## src/rtl/dbus_pkg.sv

```systemverilog
// rtl/dbus_pkg.sv - shared types, codes and legality check for the data-bus Wishbone bridge
package dbus_pkg;

    typedef enum logic [1:0] {
        ST_IDLE = 2'd0,
        ST_BUS  = 2'd1,
        ST_RESP = 2'd2
    } state_t;

    localparam logic [1:0] SZ_B = 2'd0;
    localparam logic [1:0] SZ_H = 2'd1;
    localparam logic [1:0] SZ_W = 2'd2;

    typedef enum logic {
        SLV_RAM = 1'b0,
        SLV_RSA = 1'b1
    } slave_t;

    localparam logic [3:0] RSA_REGION_DEF = 4'h4;
    localparam int         TIMEOUT_DEF    = 16;

    // Natural alignment only; size code 3 is never legal.
    function automatic logic access_legal(input logic [1:0] size, input logic [1:0] off);
        case (size)
            SZ_B:    return 1'b1;
            SZ_H:    return ~off[0];
            SZ_W:    return (off == 2'b00);
            default: return 1'b0;
        endcase
    endfunction

endpackage

```

## src/rtl/dbus_wb_bridge_if.sv

```systemverilog
// rtl/dbus_wb_bridge_if.sv - core data-port and Wishbone-side interfaces of the bridge
//   dbus_core_if : core_req/we/size/addr/wdata toward the bridge, stall/done/err/rdata back
//                  master = core, slave = bridge
//   dbus_wb_if   : shared adr/dat/sel/we/cyc, per-slave stb/ack/dat (RAM and RSA)
//                  master = bridge, slave = the two Wishbone slaves
interface dbus_core_if;
    logic        core_req;
    logic        core_we;
    logic [1:0]  core_size;
    logic [31:0] core_addr;
    logic [31:0] core_wdata;
    logic        core_stall;
    logic        core_done;
    logic        core_err;
    logic [31:0] core_rdata;

    modport master (
        output core_req, core_we, core_size, core_addr, core_wdata,
        input  core_stall, core_done, core_err, core_rdata
    );
    modport slave (
        input  core_req, core_we, core_size, core_addr, core_wdata,
        output core_stall, core_done, core_err, core_rdata
    );
endinterface

interface dbus_wb_if;
    logic [31:0] wb_adr_o;
    logic [31:0] wb_dat_o;
    logic [3:0]  wb_sel_o;
    logic        wb_we_o;
    logic        wb_cyc_o;
    logic        ram_stb_o;
    logic        rsa_stb_o;
    logic        ram_ack_i;
    logic        rsa_ack_i;
    logic [31:0] ram_dat_i;
    logic [31:0] rsa_dat_i;

    modport master (
        output wb_adr_o, wb_dat_o, wb_sel_o, wb_we_o, wb_cyc_o, ram_stb_o, rsa_stb_o,
        input  ram_ack_i, rsa_ack_i, ram_dat_i, rsa_dat_i
    );
    modport slave (
        input  wb_adr_o, wb_dat_o, wb_sel_o, wb_we_o, wb_cyc_o, ram_stb_o, rsa_stb_o,
        output ram_ack_i, rsa_ack_i, ram_dat_i, rsa_dat_i
    );
endinterface

```

## src/rtl/dbus_wb_bridge_lane_align.sv

```systemverilog
// rtl/dbus_wb_bridge_lane_align.sv - combinational byte-lane steering for the data bus
//   size, off     : access size code and addr[1:0] of the incoming request
//   wdata         : lane-0 aligned store data -> wdata_sh shifted to the target lanes, sel = byte enables
//   rd_off, rdata : offset of the in-flight access and raw slave data -> rdata_sh shifted to lane 0
module dbus_lane_align
    import dbus_pkg::*;
(
    input  logic [1:0]  size,
    input  logic [1:0]  off,
    input  logic [31:0] wdata,
    output logic [3:0]  sel,
    output logic [31:0] wdata_sh,
    input  logic [1:0]  rd_off,
    input  logic [31:0] rdata,
    output logic [31:0] rdata_sh
);

    always_comb begin
        sel = 4'b0000;
        case (size)
            SZ_B:    sel = 4'b0001 << off;
            SZ_H:    sel = 4'b0011 << off;
            SZ_W:    sel = 4'b1111;
            default: sel = 4'b0000;
        endcase
    end

    assign wdata_sh = wdata << {off, 3'b000};
    assign rdata_sh = rdata >> {rd_off, 3'b000};

endmodule

```

## src/rtl/dbus_wb_bridge.sv

```systemverilog
// rtl/dbus_wb_bridge.sv - one Wishbone classic cycle per core load/store, RAM/RSA decode, stall until ack
//   clk, rst : clock, synchronous active-high reset (aborts any cycle, no done pulse)
//   core     : dbus_core_if.slave  - request from the core, stall/done/err/rdata back
//   wb       : dbus_wb_if.master   - shared Wishbone signals plus RAM and RSA strobes/acks/data
//   Optional macro DBUS_TIMEOUT_EN: abort with error after TIMEOUT bus cycles without ack.
module dbus_wb_bridge
    import dbus_pkg::*;
#(
    parameter logic [3:0] RSA_REGION = RSA_REGION_DEF
`ifdef DBUS_TIMEOUT_EN
    , parameter int       TIMEOUT    = TIMEOUT_DEF
`endif
) (
    input  logic        clk,
    input  logic        rst,
    dbus_core_if.slave  core,
    dbus_wb_if.master   wb
);

    state_t      state_q, state_d;
    logic        accept, fail, capture, tmo_hit;

    logic [31:0] adr_q, dat_q, rdata_q;
    logic [3:0]  sel_q;
    logic [1:0]  off_q;
    logic        we_q, err_q;
    slave_t      slv_q;

    logic [3:0]  sel_c;
    logic [31:0] wdata_c, rdata_c;
    logic        ack_c;
    logic [31:0] dat_c;

    dbus_lane_align u_align (
        .size     (core.core_size),
        .off      (core.core_addr[1:0]),
        .wdata    (core.core_wdata),
        .sel      (sel_c),
        .wdata_sh (wdata_c),
        .rd_off   (off_q),
        .rdata    (dat_c),
        .rdata_sh (rdata_c)
    );

    // Only the addressed slave may end the cycle; the other one's ack is noise.
    assign ack_c = (slv_q == SLV_RSA) ? wb.rsa_ack_i : wb.ram_ack_i;
    assign dat_c = (slv_q == SLV_RSA) ? wb.rsa_dat_i : wb.ram_dat_i;

    always_comb begin
        state_d = state_q;
        accept  = 1'b0;
        fail    = 1'b0;
        capture = 1'b0;
        case (state_q)
            ST_IDLE: begin
                if (core.core_req && !core.core_done) begin
                    if (access_legal(core.core_size, core.core_addr[1:0])) begin
                        accept  = 1'b1;
                        state_d = ST_BUS;
                    end else begin
                        fail    = 1'b1;
                        state_d = ST_RESP;
                    end
                end
            end
            ST_BUS: begin
                if (ack_c) begin
                    capture = 1'b1;
                    state_d = ST_RESP;
                end else if (tmo_hit) begin
                    fail    = 1'b1;
                    state_d = ST_RESP;
                end
            end
            ST_RESP: state_d = ST_IDLE;
            default: state_d = ST_IDLE;
        endcase
    end

    always_ff @(posedge clk) begin
        if (rst) begin
            state_q <= ST_IDLE;
            adr_q   <= '0;
            dat_q   <= '0;
            sel_q   <= '0;
            off_q   <= '0;
            we_q    <= 1'b0;
            slv_q   <= SLV_RAM;
            err_q   <= 1'b0;
            rdata_q <= '0;
        end else begin
            state_q <= state_d;
            if (accept) begin
                adr_q <= {core.core_addr[31:2], 2'b00};
                dat_q <= wdata_c;
                sel_q <= sel_c;
                off_q <= core.core_addr[1:0];
                we_q  <= core.core_we;
                slv_q <= (core.core_addr[19:16] == RSA_REGION) ? SLV_RSA : SLV_RAM;
                err_q <= 1'b0;
            end
            if (fail) begin
                err_q   <= 1'b1;
                rdata_q <= '0;
            end
            if (capture) begin
                err_q   <= 1'b0;
                rdata_q <= rdata_c;
            end
        end
    end

`ifdef DBUS_TIMEOUT_EN
    localparam int TW = ($clog2(TIMEOUT + 1) > 5) ? $clog2(TIMEOUT + 1) : 5;
    logic [TW-1:0] tmo_q;

    // tmo_q counts completed BUS cycles; the TIMEOUT-th unacked one aborts.
    always_ff @(posedge clk) begin
        if (rst || accept) begin
            tmo_q <= '0;
        end else if (state_q == ST_BUS) begin
            tmo_q <= tmo_q + TW'(1);
        end
    end

    assign tmo_hit = (tmo_q == TW'(TIMEOUT - 1));
`else
    assign tmo_hit = 1'b0;
`endif

    assign wb.wb_adr_o  = adr_q;
    assign wb.wb_dat_o  = dat_q;
    assign wb.wb_sel_o  = sel_q;
    assign wb.wb_cyc_o  = (state_q == ST_BUS);
    assign wb.wb_we_o   = (state_q == ST_BUS) && we_q;
    assign wb.ram_stb_o = (state_q == ST_BUS) && (slv_q == SLV_RAM);
    assign wb.rsa_stb_o = (state_q == ST_BUS) && (slv_q == SLV_RSA);

    assign core.core_done  = (state_q == ST_RESP);
    assign core.core_err   = (state_q == ST_RESP) && err_q;
    assign core.core_rdata = rdata_q;
    assign core.core_stall = core.core_req && !core.core_done;

endmodule

```

## src/flat_wrapper.sv

```systemverilog
// flat-port wrapper written by rule: the top's interface ports become plain ports
module dbus_wb_bridge_flat import dbus_pkg::*;
#(
    parameter logic [3:0] RSA_REGION = RSA_REGION_DEF

)
  (clk, rst, core_core_req, core_core_we, core_core_size, core_core_addr, core_core_wdata, core_core_stall, core_core_done, core_core_err, core_core_rdata, wb_wb_adr_o, wb_wb_dat_o, wb_wb_sel_o, wb_wb_we_o, wb_wb_cyc_o, wb_ram_stb_o, wb_rsa_stb_o, wb_ram_ack_i, wb_rsa_ack_i, wb_ram_dat_i, wb_rsa_dat_i);
  dbus_core_if core_i ();
  dbus_wb_if wb_i ();
  input  logic clk;
  input  logic rst;
  input wire logic [$bits(core_i.core_req)-1:0] core_core_req;
  input wire logic [$bits(core_i.core_we)-1:0] core_core_we;
  input wire logic [$bits(core_i.core_size)-1:0] core_core_size;
  input wire logic [$bits(core_i.core_addr)-1:0] core_core_addr;
  input wire logic [$bits(core_i.core_wdata)-1:0] core_core_wdata;
  output wire logic [$bits(core_i.core_stall)-1:0] core_core_stall;
  output wire logic [$bits(core_i.core_done)-1:0] core_core_done;
  output wire logic [$bits(core_i.core_err)-1:0] core_core_err;
  output wire logic [$bits(core_i.core_rdata)-1:0] core_core_rdata;
  output wire logic [$bits(wb_i.wb_adr_o)-1:0] wb_wb_adr_o;
  output wire logic [$bits(wb_i.wb_dat_o)-1:0] wb_wb_dat_o;
  output wire logic [$bits(wb_i.wb_sel_o)-1:0] wb_wb_sel_o;
  output wire logic [$bits(wb_i.wb_we_o)-1:0] wb_wb_we_o;
  output wire logic [$bits(wb_i.wb_cyc_o)-1:0] wb_wb_cyc_o;
  output wire logic [$bits(wb_i.ram_stb_o)-1:0] wb_ram_stb_o;
  output wire logic [$bits(wb_i.rsa_stb_o)-1:0] wb_rsa_stb_o;
  input wire logic [$bits(wb_i.ram_ack_i)-1:0] wb_ram_ack_i;
  input wire logic [$bits(wb_i.rsa_ack_i)-1:0] wb_rsa_ack_i;
  input wire logic [$bits(wb_i.ram_dat_i)-1:0] wb_ram_dat_i;
  input wire logic [$bits(wb_i.rsa_dat_i)-1:0] wb_rsa_dat_i;
  assign core_i.core_req = core_core_req;
  assign core_i.core_we = core_core_we;
  assign core_i.core_size = core_core_size;
  assign core_i.core_addr = core_core_addr;
  assign core_i.core_wdata = core_core_wdata;
  assign core_core_stall = core_i.core_stall;
  assign core_core_done = core_i.core_done;
  assign core_core_err = core_i.core_err;
  assign core_core_rdata = core_i.core_rdata;
  assign wb_wb_adr_o = wb_i.wb_adr_o;
  assign wb_wb_dat_o = wb_i.wb_dat_o;
  assign wb_wb_sel_o = wb_i.wb_sel_o;
  assign wb_wb_we_o = wb_i.wb_we_o;
  assign wb_wb_cyc_o = wb_i.wb_cyc_o;
  assign wb_ram_stb_o = wb_i.ram_stb_o;
  assign wb_rsa_stb_o = wb_i.rsa_stb_o;
  assign wb_i.ram_ack_i = wb_ram_ack_i;
  assign wb_i.rsa_ack_i = wb_rsa_ack_i;
  assign wb_i.ram_dat_i = wb_ram_dat_i;
  assign wb_i.rsa_dat_i = wb_rsa_dat_i;
  dbus_wb_bridge #(.RSA_REGION(RSA_REGION)) u_core (.clk(clk), .rst(rst), .core(core_i), .wb(wb_i));
endmodule
```

## config.mk

```make
export PLATFORM = sky130hd
export DESIGN_NAME = dbus_wb_bridge_flat
export DESIGN_NICKNAME = d
export VERILOG_FILES = /design/src/rtl/dbus_pkg.sv /design/src/rtl/dbus_wb_bridge_if.sv /design/src/rtl/dbus_wb_bridge_lane_align.sv /design/src/rtl/dbus_wb_bridge.sv /design/src/flat_wrapper.sv
export SDC_FILE = /design/constraint.sdc
export NUM_CORES = 1
export LEC_CHECK = 0
export ABC_AREA = 1
export CAP_MARGIN = 40
export CORE_MARGIN = 1.5
export CORE_UTILIZATION = 39
export CTS_CLUSTER_SIZE = 14
export DETAILED_ROUTE_END_ITERATION = 6
export GPL_TIMING_DRIVEN = 0
export PLACE_DENSITY = 0.85
export RECOVER_POWER = 50
export REMOVE_ABC_BUFFERS = 1
export SLEW_MARGIN = 15
export SYNTH_ARGS = -nofsm -noshare
export SYNTH_HDL_FRONTEND = slang
export SYNTH_HIERARCHICAL = 1
export SYNTH_SLANG_ARGS = --single-unit
```

## constraint.sdc

```tcl
create_clock -name clk -period 1.35 [get_ports clk]
set_input_delay 0.135 -clock clk [delete_from_list [all_inputs] [get_ports clk]]
set_output_delay 0.135 -clock clk [all_outputs]
set_load 0.02 [all_outputs]
```

* After elaboration in Yosys (flattened, before gate mapping)
Index checks and enable logic that the tools add are counted.
** Operators by class
- Equal/unequal tests :: 7
- Shift-type cells :: 4
- Muxes and demuxes :: 23
- Bitwise operators :: 2
- Reduce and logical (&&, ||, !) cells :: 13
** Operator list (count)
- 32-bit 2-to-1 mux :: 3
- 32-bit by 5-bit left shift with 32-bit output :: 1
- 32-bit by 5-bit right shift with 32-bit output :: 1
- 1-bit 2-to-1 mux :: 14
- 4-bit one-hot mux with 3 select lines :: 1
- 2-bit logical NOT :: 3
- 2-bit 2-to-1 mux :: 3
- 1-bit logical AND :: 5
- 2-bit by 1-bit equality test with 1-bit output (second input constant) :: 2
- 2-bit equality test (second input constant) :: 2
- 4-bit by 3-bit equality test with 1-bit output (second input constant) :: 1
- 2-bit one-hot mux with 2 select lines :: 1
- 2-bit nonzero test :: 2
- 1-bit by 2-bit left shift with 4-bit output (first input constant) :: 1
- 2-bit by 2-bit left shift with 4-bit output (first input constant) :: 1
- 1-bit one-hot mux with 3 select lines :: 1
- 2-bit by 1-bit != test with 1-bit output (second input constant) :: 1
- 2-bit != test (second input constant) :: 1
- 1-bit NOT :: 2
- 2-bit AND reduction :: 1
- 2-bit OR reduction :: 1
- 1-bit logical NOT :: 1
** Word-level totals
- Register bits after elaboration :: 105
- Bits of input ports :: 136
- Output and inout port bits :: 107
- Logic and storage cells :: 58

* Longest topological paths before layout
Gate-level depths: netlist of run 1.
- Depth after elaboration :: 10
- Mapped depth :: 11
- Mapped depth without buffers :: 9

* Hierarchy
Netlist of run 1, hierarchy kept.
** By module, submodules not included
- dbus_wb_bridge :: times used 1, cells each 592, area an instance 4251.6 um^2, sequential area each 2102.0 um^2
- dbus_lane_align :: times used 1, cells each 340, area an instance 1418.9 um^2, sequential area each 0.0 um^2

* Worst setup path before layout of run 1
OpenSTA, ideal clock, no wires.
- Kind :: register -> register
- From :: register u_core.slv_q
- To :: register u_core.rdata_q[0], in the netlist u_core/core.core_rdata[0]
- Library setup time :: 0.070 ns
- Arrival time :: 1.361 ns
- Data required time :: 1.280 ns
- Setup slack :: -0.081 ns
- Cell stages (with the launch flop) :: 12
- Path buffers :: 2
- Clock period less this slack :: 1.431 ns
- Cell sequence :: dfxtp_1 > buf_2 > inv_2 > clkbuf_1 > nand2_1 > nand2_1 > inv_1 > nand2_1 > nand3_1 > nand2_1 > nand3_1 > a21oi_1
** On the way
- Elaborated cells between the ends (all ways) :: 7
- Classes of those cells :: shift (1); mux (5); reduce/logical (1)
** RTL lines
- from (decl) :: line dbus_wb_bridge.sv:27 : slave_t slv_q;
- from (signal assigned) :: line dbus_wb_bridge.sv:99 : slv_q <= (core.core_addr[19:16] == RSA_REGION) ? SLV_RSA : SLV_RAM;
- 32-bit 2-to-1 mux :: line dbus_wb_bridge.sv:47 : assign dat_c = (slv_q == SLV_RSA) ? wb.rsa_dat_i : wb.ram_dat_i;
- via u_core.dat_c[24] :: line dbus_wb_bridge.sv:32 : logic [31:0] dat_c;
- 32-bit by 5-bit right shift with 32-bit output :: line dbus_wb_bridge_lane_align.sv:29 : assign rdata_sh = rdata >> {rd_off, 3'b000};
- via u_core.rdata_c[0] :: line dbus_wb_bridge.sv:30 : logic [31:0] wdata_c, rdata_c;
- 32-bit 2-to-1 mux :: line dbus_wb_bridge.sv:106 : if (capture) begin
- to (signal assigned) :: line dbus_wb_bridge.sv:108 : rdata_q <= rdata_c;
- to (decl) :: line dbus_wb_bridge.sv:23 : logic [31:0] adr_q, dat_q, rdata_q;
The timed path passes the listed nets, and every way through them passes these cells.
A chain may end at the register's enable or synchronous reset.

* Worst setup path after layout of run 1
- From :: register u_core.slv_q
- To :: register u_core.rdata_q[12], in the netlist u_core/core.core_rdata[12]
** On the way
- Cells in the longest elaborated chain, start to end :: 4
- Elaborated cells between the ends (all ways) :: 7
- Classes of those cells :: shift (1); mux (5); reduce/logical (1)
** Ends and longest elaborated chain
- parallel branches: the longest is 4 deep, another holds 32-bit 2-to-1 mux
Parallel ways; which one is timed is not known.

==> results of run 1 <==
metal layers:
| layer | routed length, um | global-route usage [%] | part of all wire (%) | up-vias |
|---|---|---|---|---|
| met3 | 3030 | 8.06 | 11 | 139 |
| met4 | 1570 | 12.4 | 5.6 | 0 |
| met5 | 0 | 0 | 0 | - |
| met1 | 10300 | 37.1 | 37 | 3636 |
| li1 | - | - | - | 3524 |
| met2 | 13100 | 50.7 | 47 | 586 |
worst max-delay path by stage:
stage,from,to,depth (start not counted)
6_report,u_core/slv_q,u_core/core.core_rdata[12],7
3_3_place_gp,rst,u_core/wb.wb_dat_o[19],4
3_5_place_dp,core_core_addr[0],u_core/wb.wb_dat_o[24],10
5_1_grt,u_core/slv_q,u_core/core.core_rdata[4],7
4_1_cts,u_core/state_q[0],u_core/wb.wb_dat_o[14],8
2_1_floorplan,u_core/slv_q,u_core/core.core_rdata[0],6
final cells by class:
| cell class | instances | area, um2 |
|---|---|---|
| repair inverters | 6 | 100 |
| flip-flops and latches | 105 | 2120 |
| fillers | 954 | 3420 |
| clock buffers | 11 | 243 |
| well taps | 180 | 225 |
| diodes | 1 | 2.50 |
| inverters | 82 | 383 |
| clock inverters | 5 | 31.3 |
| repair buffers | 298 | 3210 |
| multi-input cells | 701 | 4310 |
metrics by stage:
stage / instance area [um2] / hold WS (ns)
2_1_floorplan: 5320 / 0.204
3_3_place_gp: 7950 / 0.461
3_5_place_dp: 8120 / 0.471
4_1_cts: 9670 / 0.207
5_1_grt: 10600 / 0.246
6_report: 10600 / 0.230
critical path: cells and delay by family, from the launching register on:
family / cells / cell delay (ns)
flops: 1 / 0.38
simple gates: 4 / 0.50
compound gates: 1 / 0.18
buf+inv: 2 / 0.31
layout by cell type (no fill, tap or decap), types with 25 or more instances in the layout:
cell type / instances
nor2_4: 37
a21oi_1: 26
inv_1: 60
nor2_1: 113
clkdlybuf4s50_1: 131
o21ai_2: 52
nand3_2: 35
nand3_1: 102
dlygate4sd2_1: 99
nor2_2: 25
nand2_1: 217
dfxtp_1: 100
synth_stat cells, drive strengths merged:
| master | number | area, um2 |
|---|---|---|
| nor4 | 1 | 6.26 |
| a21oi | 34 | 170 |
| buf | 42 | 257 |
| nand2 | 246 | 948 |
| nand3 | 141 | 706 |
| nor2 | 175 | 674 |
| inv | 82 | 308 |
| and3 | 1 | 6.26 |
| conb | 1 | 3.75 |
| o21ai | 71 | 355 |
| nor3 | 8 | 40.0 |
| clkbuf | 25 | 93.8 |
| dfxtp | 105 | 2100 |
cell families (layout without fill, tap and decap cells):
kind of cell           count (synthesis)  after routing  synth area share [%]
AO/OA/AOI/OAI                        105            105                  9.27
buffers and inverters                149            402                  11.6
flip-flops                           105            105                  37.1
other                                  1              3                0.0661
AND/OR/NAND/NOR                      572            594                  42.0
power by group:
group          leakage (nW)  internal (mW)  total [mW]  switching, mW
Sequential            0.861           3.29        3.46          0.166
Combinational          3.85           1.44        3.34           1.90
Clock                 0.135           1.30        2.53           1.23
Total                  4.85           6.03        9.33           3.29
flip-flops by register name (all words and copies together) (netlist names):
name / flops
u_core/off_q: 2
u_core/err_q: 1
u_core/we_q: 1
u_core/wb.wb_dat_o: 32
u_core/state_q: 2
u_core/wb.wb_adr_o: 30
u_core/slv_q: 1
u_core/core.core_rdata: 32
u_core/wb.wb_sel_o: 4
repair_timing:
item | 4_1_cts | 5_1_grt
gates cloned | 26 | 13
endpoints found under the setup margin | 210 | 111
setup buffers | 30 | 12
pin swaps | 49 | 34
gates resized for setup | 353 | 206
==> results.md, run 1 <==
* Die width at approximately 120 um
* Cell row count at 43
* Initial DRC Count at 1133
* Mean Syn Cell Area at about 6.1 um2
* Worst skew pair latency at about 0.36 ns
* FMAX at just under 700 MHz
* Final worst-path cycle share at 110%
* CTS Hold Bufs at 0
* Worst Path Max Fanout at 8
* DRC at 1
* Worst reg2reg path depth at 7
* Hold Path Sink: u_core/core.core_rdata[26]
* Most frequent cell on the critical path: nand2_8
* Synthesized instance count at 932
* Fin. max-slew vios at 0
* CTS tree: built
* First-pass GRT wire length at 35.6 mm
* Drt first pass iters at 7
* Grt ovf at 0
* Arrival time at the worst endpoint at ~1.8 ns
* Final Critical Period at between 1 and 1.5 ns
* Initial Util at approximately 40%
* Crit path setup slack, layout at -0.136 ns
* Unrepaired setup endpoints after global routing: yes
* Hold depth at 2
* Area Overhead vs Synth at 87.4%
* Violated checks: design-rule violations, negative setup slack
* Total GRT Usage at about 30%
* Mapped Area at about 5700 um2
* Final Instance Count excl. Fillers at approximately 1400
* Outcome: complete, but fails checks
* Pwr Density at between 800 and 900 nW/um2
* Pre-CTS WS at -1.67 ns
* GPL Wtd Cong at 0.826
* Ys Warns at 6
* I/O pin count at 243
* Die Ht at roughly 120 um
* Relative slew slack at about two thirds
* CTS Sinks at about 110
* Seq cells post-synth at 105
* Critical path class: reg2reg
* Largest net degree at the start of global routing at 49
* Crit Reg-Reg Endpoint: u_core/core.core_rdata[12]
* Final setup TNS at -6.28 ns
* CP max stage delay at 0.38 ns
* Final core utilization at about three quarters
* Cell breakdown of the critical path: buf_12 -> clkinv_8 -> nand2_8 -> nand2_8 -> nand2_4 -> nand3_1 -> a21oi_1
* Critical Path End Type: flop
* CTS root buf: clkbuf_16
* Reg-to-reg slack, setup at -0.14 ns
* Nets at approximately 1300
* Worst hold path type: in2reg
* Slowest-stage cell, CP: dfxtp_4
* Post-synth cell types at 21
* Initial antenna violation count at 1
* Vias in the first global route at 6978
* Critical path required time at 1.63 ns
* Sequential share of the synthesized area at 37.1%
* Final Setup Violations at around 100
* Hold wc startpoint: rst
* Total power at between 9 and 10 mW
* Die ar. at between 15000 and 20000 um2
* Static Leak at around 4.8 nW
* IO Port Bufs at 240
* Post-DP HPWL at 12.3 mm
* Overall routed net length at about 28 mm
* Clk pin slew, worst setup/hold paths at 0.07 ns
* # Max-Cap Violations at 0
* Drt via density at 5.68
* Reg-to-reg startpoint: u_core/slv_q
* Setup Skew at approximately 0.01 ns
* Hold Vio Cnt, Final at 0
* Slew @ Worst Pin at 0.522 ns
* Clock Path Buffers at 2
* Max VDD drop at 801 uV
* CP Launch Type: flop
* H-tree levels at 3
* Routed length per instance at approximately 20 um
* Post-DRT Antenna Nets at 0
* Layout cells sized above 1 at between 20% and 30%
* TritonCTS buffer count at 9
* DP Cell Count at around 1300
* CORE AREA at approximately 14000 um2
* Via count at 7885
Power figures use the tool's default switching activity.
==> inputs of run 2 (changes only) <==
--- a/config.mk
+++ b/config.mk
@@ -11,10 +11,9 @@
 export CORE_UTILIZATION = 39
 export CTS_CLUSTER_SIZE = 14
 export DETAILED_ROUTE_END_ITERATION = 6
-export GPL_TIMING_DRIVEN = 0
+export GPL_TIMING_DRIVEN = 1
 export PLACE_DENSITY = 0.85
 export RECOVER_POWER = 50
-export REMOVE_ABC_BUFFERS = 1
 export SLEW_MARGIN = 15
 export SYNTH_ARGS = -nofsm -noshare
 export SYNTH_HDL_FRONTEND = slang
==> results.md, run 2 (synthesis gave the netlist of run 1 again) <==
* DR WL met2 at around 13 mm
* Die width at about 120 um
* Fin. max-slew vios at 0
* Grt ovf at 0
* Worst skew pair latency at about 0.37 ns
* Final Critical Period at around 1.6 ns
* Worst Path Max Fanout at 8
* Drt via density at 5.54
* First-pass GRT wire length at around 34 mm
* Outcome: complete, but fails checks
* # Max-Cap Violations at 0
* Clk pin slew, worst setup/hold paths at 0.07 ns
* Clock Path Buffers at 2
* Final setup TNS at -15.28 ns
* CTS tree: built
* Final worst-path cycle share at 115%
* Reg area at approximately 2100 um2
* DR WL met3 at 2.03 mm
* Routed met1 length at just over 9 mm
* Critical path class: reg2reg
* Post-DP HPWL at 14.6 mm
* H-tree levels at 3
* Crit path setup slack, layout at -0.201 ns
* Critical Path End Type: flop
* Arrival time at the worst endpoint at between 1.5 and 2 ns
* Total GRT Usage at between 20 and 30%
* Area Overhead vs Synth at 81.9%
* Die ar. at roughly 15000 um2
* Pwr Density at 884 nW/um2
* Routed length per instance at around 18 um
* Layout cells sized above 1 at between 20% and 30%
* # fillers at ~1000
* Unrepaired setup endpoints after global routing: yes
* Setup Skew at between 0.01 and 0.015 ns
* Hold Vio Cnt, Final at 0
* Final Setup Violations at between 100 and 150
* FMAX at 645 MHz
* Initial DRC Count at 702
* DRC at 0
* CORE AREA at 14000 um2
* Largest net degree at the start of global routing at between 40 and 50
* Vias in the first global route at 6822
* Max VDD drop at 745 uV
* CP Launch Type: flop
* TritonCTS buffer count at 9
* Worst hold path type: in2reg
* CTS Sinks at 105
* Static Leak at between 4 and 5 nW
* Max Used Layer: met4
* Most common cell after layout, fill and taps aside: nand2_1
* Initial Util at between 40% and 50%
* CTS root buf: clkbuf_16
* Violated checks: negative setup slack
* Multi-input logic area at between 3000 and 4000 um2
* Total power at slightly above 9 mW
* Cell row count at 43
* Post-DRT Antenna Nets at 0
* Die Ht at about 120 um
* GPL Wtd Cong at ~0.96
* Via count at slightly below 8000
* Pre-CTS WS at -0.323 ns
* Post-DP Area at about 8500 um2
* Drt first pass iters at 6
* Most frequent cells in the layout: nand2_1 (179), clkdlybuf4s50_1 (135), nor2_1 (125)
* I/O pin count at ~240
* Initial antenna violation count at 0
* Critical path required time at between 1.5 and 2 ns
* Antenna Cells at 0
* Overall routed net length at about 26 mm
* Final cell area excluding filler cells at 10300 um2
* IO Port Bufs at 240
* Nets at approximately 1300
run 2: cell count changes in the layout (fill, tap and decap cells not counted), moves of 15 or more:
cell and change:
buf_4 +15, nand2_2 +36, nand2_1 -38, o21ai_2 -39
nor2_4 -17, nand2_8 -20, o21ai_1 +29
run 2: metrics by stage:
stage / util [%] / cells / hold WS, ns
after global placement: 60.7 / 1338 / 0.457
after floorplan: - / 933 / 0.302
after global routing: 73.4 / 1391 / 0.396
after CTS: 67.0 / 1370 / 0.375
after detailed placement: 60.7 / 1338 / 0.464
final: 73.4 / 1391 / 0.383
run 2: final timing paths:
kind | slack (ns) | to | cells past startpoint | startpoint
max | -0.20 | u_core/core.core_rdata[20] | 9 | u_core/state_q[0]
min | 0.38 | u_core/wb.wb_adr_o[2] | 3 | core_core_addr[2]
max reg2reg | -0.20 | u_core/core.core_rdata[20] | 9 | u_core/state_q[0]
min reg2reg | 0.47 | u_core/wb.wb_dat_o[13] | 2 | u_core/wb.wb_dat_o[13]
run 2: final cells by class:
class | count | share of cell area (%)
multi-input cells | 682 | 36.6
repair buffers | 326 | 34.6
flip-flops and latches | 105 | 20.4
inverters | 82 | 3.18
clock buffers | 9 | 2.18
well taps | 180 | 2.18
clock inverters | 7 | 0.752
run 2: what timing repair did:
action / CTS / global route
hold buffers: 0 / 0
endpoints found under the hold margin: 0 / 0
pin swaps: 48 / 80
setup buffers: 6 / 14
resized for setup: 281 / 188
gates cloned: 11 / 8
endpoints found under the setup margin: 204 / 111
run 2: power by group:
part           total, mW  leakage [nW]  internal (mW)  switching [mW]
registers           3.44         0.859           3.29           0.150
clock network       2.66         0.144           1.31            1.35
logic               3.01          3.90           1.38            1.63
total               9.11          4.90           5.98            3.13
run 2: critical path, stage by stage (launching register included):
cell	delay, ns
dfxtp_2	0.33
inv_2	0.07
buf_6	0.10
nand2_4	0.04
nor2_4	0.19
nand3_4	0.19
buf_4	0.21
buf_16	0.14
nand3_1	0.07
a21oi_1	0.08
run 2: layer usage:
| metal | up-vias | track usage [%] |
|---|---|---|
| met5 | - | 0 |
| met4 | 0 | 15.7 |
| met3 | 128 | 5.59 |
| met2 | 501 | 48.5 |
| met1 | 3583 | 33.7 |
| li1 | 3491 | - |
==> patch 1 (flow settings as in run 1) <==
Build with the macro `DBUS_TIMEOUT_EN` defined.
--- a/src/rtl/dbus_wb_bridge.sv
+++ b/src/rtl/dbus_wb_bridge.sv
@@ -3,6 +3,8 @@
 //   core     : dbus_core_if.slave  - request from the core, stall/done/err/rdata back
 //   wb       : dbus_wb_if.master   - shared Wishbone signals plus RAM and RSA strobes/acks/data
 //   Optional macro DBUS_TIMEOUT_EN: abort with error after TIMEOUT bus cycles without ack.
+`define DBUS_TIMEOUT_EN
+
 module dbus_wb_bridge
     import dbus_pkg::*;
 #(
Formal check against the unedited RTL: no difference found for any inputs over 4 cycles, from zero or initial values and one cycle with rst high; that may be too few to reach the edited logic, so the function may still have changed.
==> patch 1 against run 1 <==
  * The run ends with setup timing left
  * Highest routed layer is now met5
  * Synthesized area increased by 8.1%
  * Sequential cell count up 5
  * Design area fell by 1.6%
  * Setup slack got worse by 46 ps
  * Non-clock buffer count rose by 7
  * Cell count is 4.5% higher
  * Total power down 2.5%
  * Routed wire length decreased by 2.2%
  * Largest power group unchanged
==> patch 1: results (changes against run 1) <==
- By count the netlist is led by 344 x sky130_fd_sc_hd__nand2_1, 143 x sky130_fd_sc_hd__nand3_1, 110 x sky130_fd_sc_hd__dfxtp_1.
- The routed length on met1 was 9700 µm (-5.5%).
- The setup slack of the critical path after layout is -183 ps (-46.3 ps).
- GR met2 Demand/Resource: 0.511 (+0.00385)
- The final estimated routing congestion in global placement was 0.889 (+7.7%).
- Setup violations, final: 67 (-36%)
* Seq/Total Area, Yosys: 0.359 (-0.0114)
- The footprint of the multi-input gates came to 4060 µm² (-5.7%).
- Global-route wire length before repair: 37300 µm (+4.8%)
* Slew at the pin closest to its max-slew limit: 669 ps (+148 ps)
* Average detailed-routed wire length per instance: 18.9 µm (-6.5%)
- The flow ran to the end, but the final reports show violations.
- The post-CTS setup buffer count was 35 (+17%).
- Number of nets in the finished design: 1374 (+2.6%)
- Fraction of final layout cells with drive strength greater than 1: 0.199 (-0.0758)
* Met3 layer usage reported by global route: 0.0740 (-0.00657)
* P_leak: 0.00478 µW (-1.4%)
- The multi-input combinational area share is 0.389 (-0.0168).
- Peak per-stage delay on the critical path: 360 ps (-20 ps)
- The flip-flop and latch share of the layout cell area was 0.212 (+0.0126).
- Post-place instance area: 8470 µm² (+4.3%)
* R2R depth: 10 (+3)
- Initial detailed-routing violation count: 751 (-34%)
* # fillers: 1230 (+29%)
- Largest net degree at the start of global routing: 55 (+12%)
* TritonCTS sink count: 110 (+4.8%)
- The number of vias per cell after detailed routing is 5.51 (-2.9%).
- The non-clock buffer instance count of the final layout is 305 (+2.3%).
* Violated checks: setup timing
* Clock network contribution to total cell area: 0.0305 (+0.00473)
* Syn-to-layout area delta: 70.5%
- The number of detailed-route iterations in the first pass is 5 (-2).
==> patch 1: critical path: cells and delay by family, from the launching register on <==
kind                       cells  cell delay (ps)
adders and majority gates      2              290
AOI/OAI and AO/OA              1               70
buffers and inverters          2              190
and+or+nand+nor                5              460
DFF                            1              360
==> patch 1: power by group <==
group	switching (µW)	total, µW	internal, µW	leakage, µW
combinational	1530	2730	1200	0.00372
sequential	84.6	3450	3370	0.000897
clock	1310	2910	1600	0.000159
total	2920	9090	6170	0.00478
==> patch 1: cells by family (layout without fill, tap and decap cells) <==
logic type      count (synthesis)  after routing  synth area share
simple gates                  584            605             0.414
buf+inv                       162            410             0.128
flops                         110            110             0.359
compound gates                109            109            0.0890
xor+xnor                        3              3           0.00429
fa+ha+maj                       2              2           0.00408
other cells                     1              2          0.000612
==> patch 1: metrics by stage <==
stage | hold WS (ps) | cells
final | 291 | 1452
after global routing | 308 | 1452
after CTS | 281 | 1424
after detailed placement | 451 | 1354
after global placement | 442 | 1348
after floorplan | 204 | 897
==> patch 2 (config.mk and constraints of run 1) <==
Without the edit above. The 3 states of `state_t` get a one-hot encoding in 3 bits.
--- a/src/rtl/dbus_pkg.sv
+++ b/src/rtl/dbus_pkg.sv
@@ -1,10 +1,10 @@
 // rtl/dbus_pkg.sv - shared types, codes and legality check for the data-bus Wishbone bridge
 package dbus_pkg;
 
-    typedef enum logic [1:0] {
-        ST_IDLE = 2'd0,
-        ST_BUS  = 2'd1,
-        ST_RESP = 2'd2
+    typedef enum logic [2:0] {
+        ST_IDLE = 3'b001,
+        ST_BUS  = 3'b010,
+        ST_RESP = 3'b100
     } state_t;
 
     localparam logic [1:0] SZ_B = 2'd0;
Check against the original RTL: no difference found for any inputs over 4 cycles, from zero or initial values and one cycle with rst high; so few cycles prove little.
==> patch 2 against run 1 <==
  * The run ends with setup timing left
  * Routed wire length is 21% lower
  * Cell count is 0.94% lower
  * Synthesized area is 0.35% higher
  * Clock power is 6% higher
  * Sequential cell count is 1 higher
  * Die area is 0.34% higher
  * Fmax is 1.3% lower
  * Setup slack worse by 19 ps
  * Design area is 8.9% lower
  * First-iteration DRC count is 48% lower
  * Total power is 5.4% lower
  * Clock skew is 1.2 ps higher
==> patch 2: results (changes against run 1) <==
- The flow ran to the end, but the final reports show violations.
- Violated checks: setup timing
- The highest fanout seen on the critical path is 36 (+28).
- The count of filler cells inserted in the layout came to 1171 (+23%).
- The worst hold path begins at rst.
- First-pass DRT Iterations: 5 (-2)
- The final-layout worst hold slack is 291 ps (+61.0 ps).
- P_leak: 0.00486 µW (+0.29%)
- Total routed wirelength: 22200 µm (-21%)
- By area the synthesized netlist is led by sky130_fd_sc_hd__dfxtp_1 37%, sky130_fd_sc_hd__nand2_1 18%, sky130_fd_sc_hd__nor2_1 11%.
- Detail Route met3 WL: 2050 µm (-32%)
- Post-place instance area: 8170 µm² (+0.68%)
- The met2 wire length was 10700 µm (-18%).
* Hold Path Sink: u_core/core.core_rdata[30]
- The quantity of gates resized following cts is 269 (-24%).
- The count of routing violations after the opening detailed-route iteration was 591 (-48%).
- The placed instance count was 1304 (+0.77%).
* Fraction of the mapped netlist area in compound gates: 0.0950 (+0.00231)
- The number of diodes was 0 (-1).
- GP Congestion: 0.864 (+4.6%)
- Number of buffer cells added on primary ports: 240 (unchanged)
- Setup violations, final: 107 (+2.9%)
* Start of the worst register-to-register path: u_core/state_q[2]
- The internal power summed over all cells came to 6040 µW (+0.17%).
- The maximum number of pins on one net before global-route repair was 50 (+2.0%).
- The fraction of final layout cells with drive strength greater than 1 came to 0.197 (-0.0775).
- Peak per-stage delay on the critical path: 360 ps (-20 ps)
- The number of cells on the worst reg-to-reg path is 8 (+1).
- The routed length on met1 is 8650 µm (-16%).
- Largest vdd supply drop: 0.713 mV (-11%)
- Layout Skew: 11.1 ps (+1.17 ps)
- Seq/Total Area, Yosys: 0.373 (+0.00221)
- The worst hold path cell count came to 2 (unchanged).
- Number of global-route vias before repair: 6454 (-7.5%)
* Post-route setup TNS: -8880 ps (-2600 ps)
- FFs w/ async S/R, synth: 0 (unchanged)
- Critical Setup Path Class: flip-flop to flip-flop
- The distinct cell type count of the synthesized netlist is 23 (+9.5%).
- The worst register-to-register path ends at u_core/wb.wb_adr_o[6].
- The mean area per synthesized cell came to 6.07 µm² (-0.29%).
- Detailed-route vias per instance: 5.17 (-8.9%)
* Final cell count without fillers: 1376 (-0.94%)
- The HPWL after detailed placement came to 12400 µm (+1.2%).
* Total global-route track usage: 0.276 (-0.0275)
* Post-CTS Setup Bufs: 33 (+10%)
- Clock-pin transition on the worst setup and hold timing paths: 80 ps
- Setup slack after layout: -156 ps (-19.4 ps)
* Number of antenna violations at the first check in global routing: 0 (-1)
* Commonest cells in the netlist: 277 x sky130_fd_sc_hd__nand2_1, 173 x sky130_fd_sc_hd__nor2_1, 106 x sky130_fd_sc_hd__dfxtp_1, 106 x sky130_fd_sc_hd__nand3_1, 80 x sky130_fd_sc_hd__inv_1
- The relative contribution of combinational cells to total power is 0.306 (-0.052).
* Setup WS pre-CTS: -1540 ps (+124 ps)
- The wire length of the first global-routing pass was 32400 µm (-9.0%).
==> patch 2: cell types whose count changed in the layout (fill, tap and decap cells not counted), moves of 6 or more <==
cell | before | now
sky130_fd_sc_hd__a21oi_1 | 26 | 32
sky130_fd_sc_hd__nand2_1 | 217 | 228
sky130_fd_sc_hd__nand2_2 | 17 | 36
sky130_fd_sc_hd__nand2_4 | 7 | 16
sky130_fd_sc_hd__nand2_8 | 23 | 5
sky130_fd_sc_hd__nand3_2 | 35 | 5
sky130_fd_sc_hd__nand3_4 | 8 | 0
sky130_fd_sc_hd__nor2_1 | 113 | 142
sky130_fd_sc_hd__nor2_4 | 37 | 5
sky130_fd_sc_hd__o21ai_0 | 6 | 43
sky130_fd_sc_hd__o21ai_2 | 52 | 20
==> patch 2: logic make-up (layout without fill, tap and decap cells) <==
group,after synthesis,after routing
and+or+nand+nor,572,578
buffers and inverters,151,402
AOI/OAI and AO/OA,108,108
DFF,106,106
other,1,2
==> patch 2: power groups by stage <==
| stage | Clock [µW] | Sequential (µW) | Combinational (µW) |
|---|---|---|---|
| floorplan | 0 | 3770 | 766 |
| global placement | 0 | 3550 | 2020 |
| detailed placement | 0 | 3530 | 2170 |
| CTS | 2700 | 3450 | 2540 |
| global route | 2830 | 3480 | 2900 |
| finish | 2670 | 3460 | 2700 |
==> patch 2: area by class of cell <==
cell class,count,area [µm²],area share
clock buffers,12,246,0.0255
well taps,180,225,0.0233
flip-flops and latches,106,2140,0.221
repair buffers,296,3170,0.328
clock inverters,3,40.0,0.00414
multi-input cells,688,3420,0.354
inverters,87,367,0.0379
repair inverters,4,65.1,0.00672
==> patch 2: routing by layer <==
layer | track usage | vias up
met4 | 0.115 | 0
li1 | - | 3440
met1 | 0.324 | 3252
met5 | 0 | -
met3 | 0.0673 | 58
met2 | 0.481 | 366
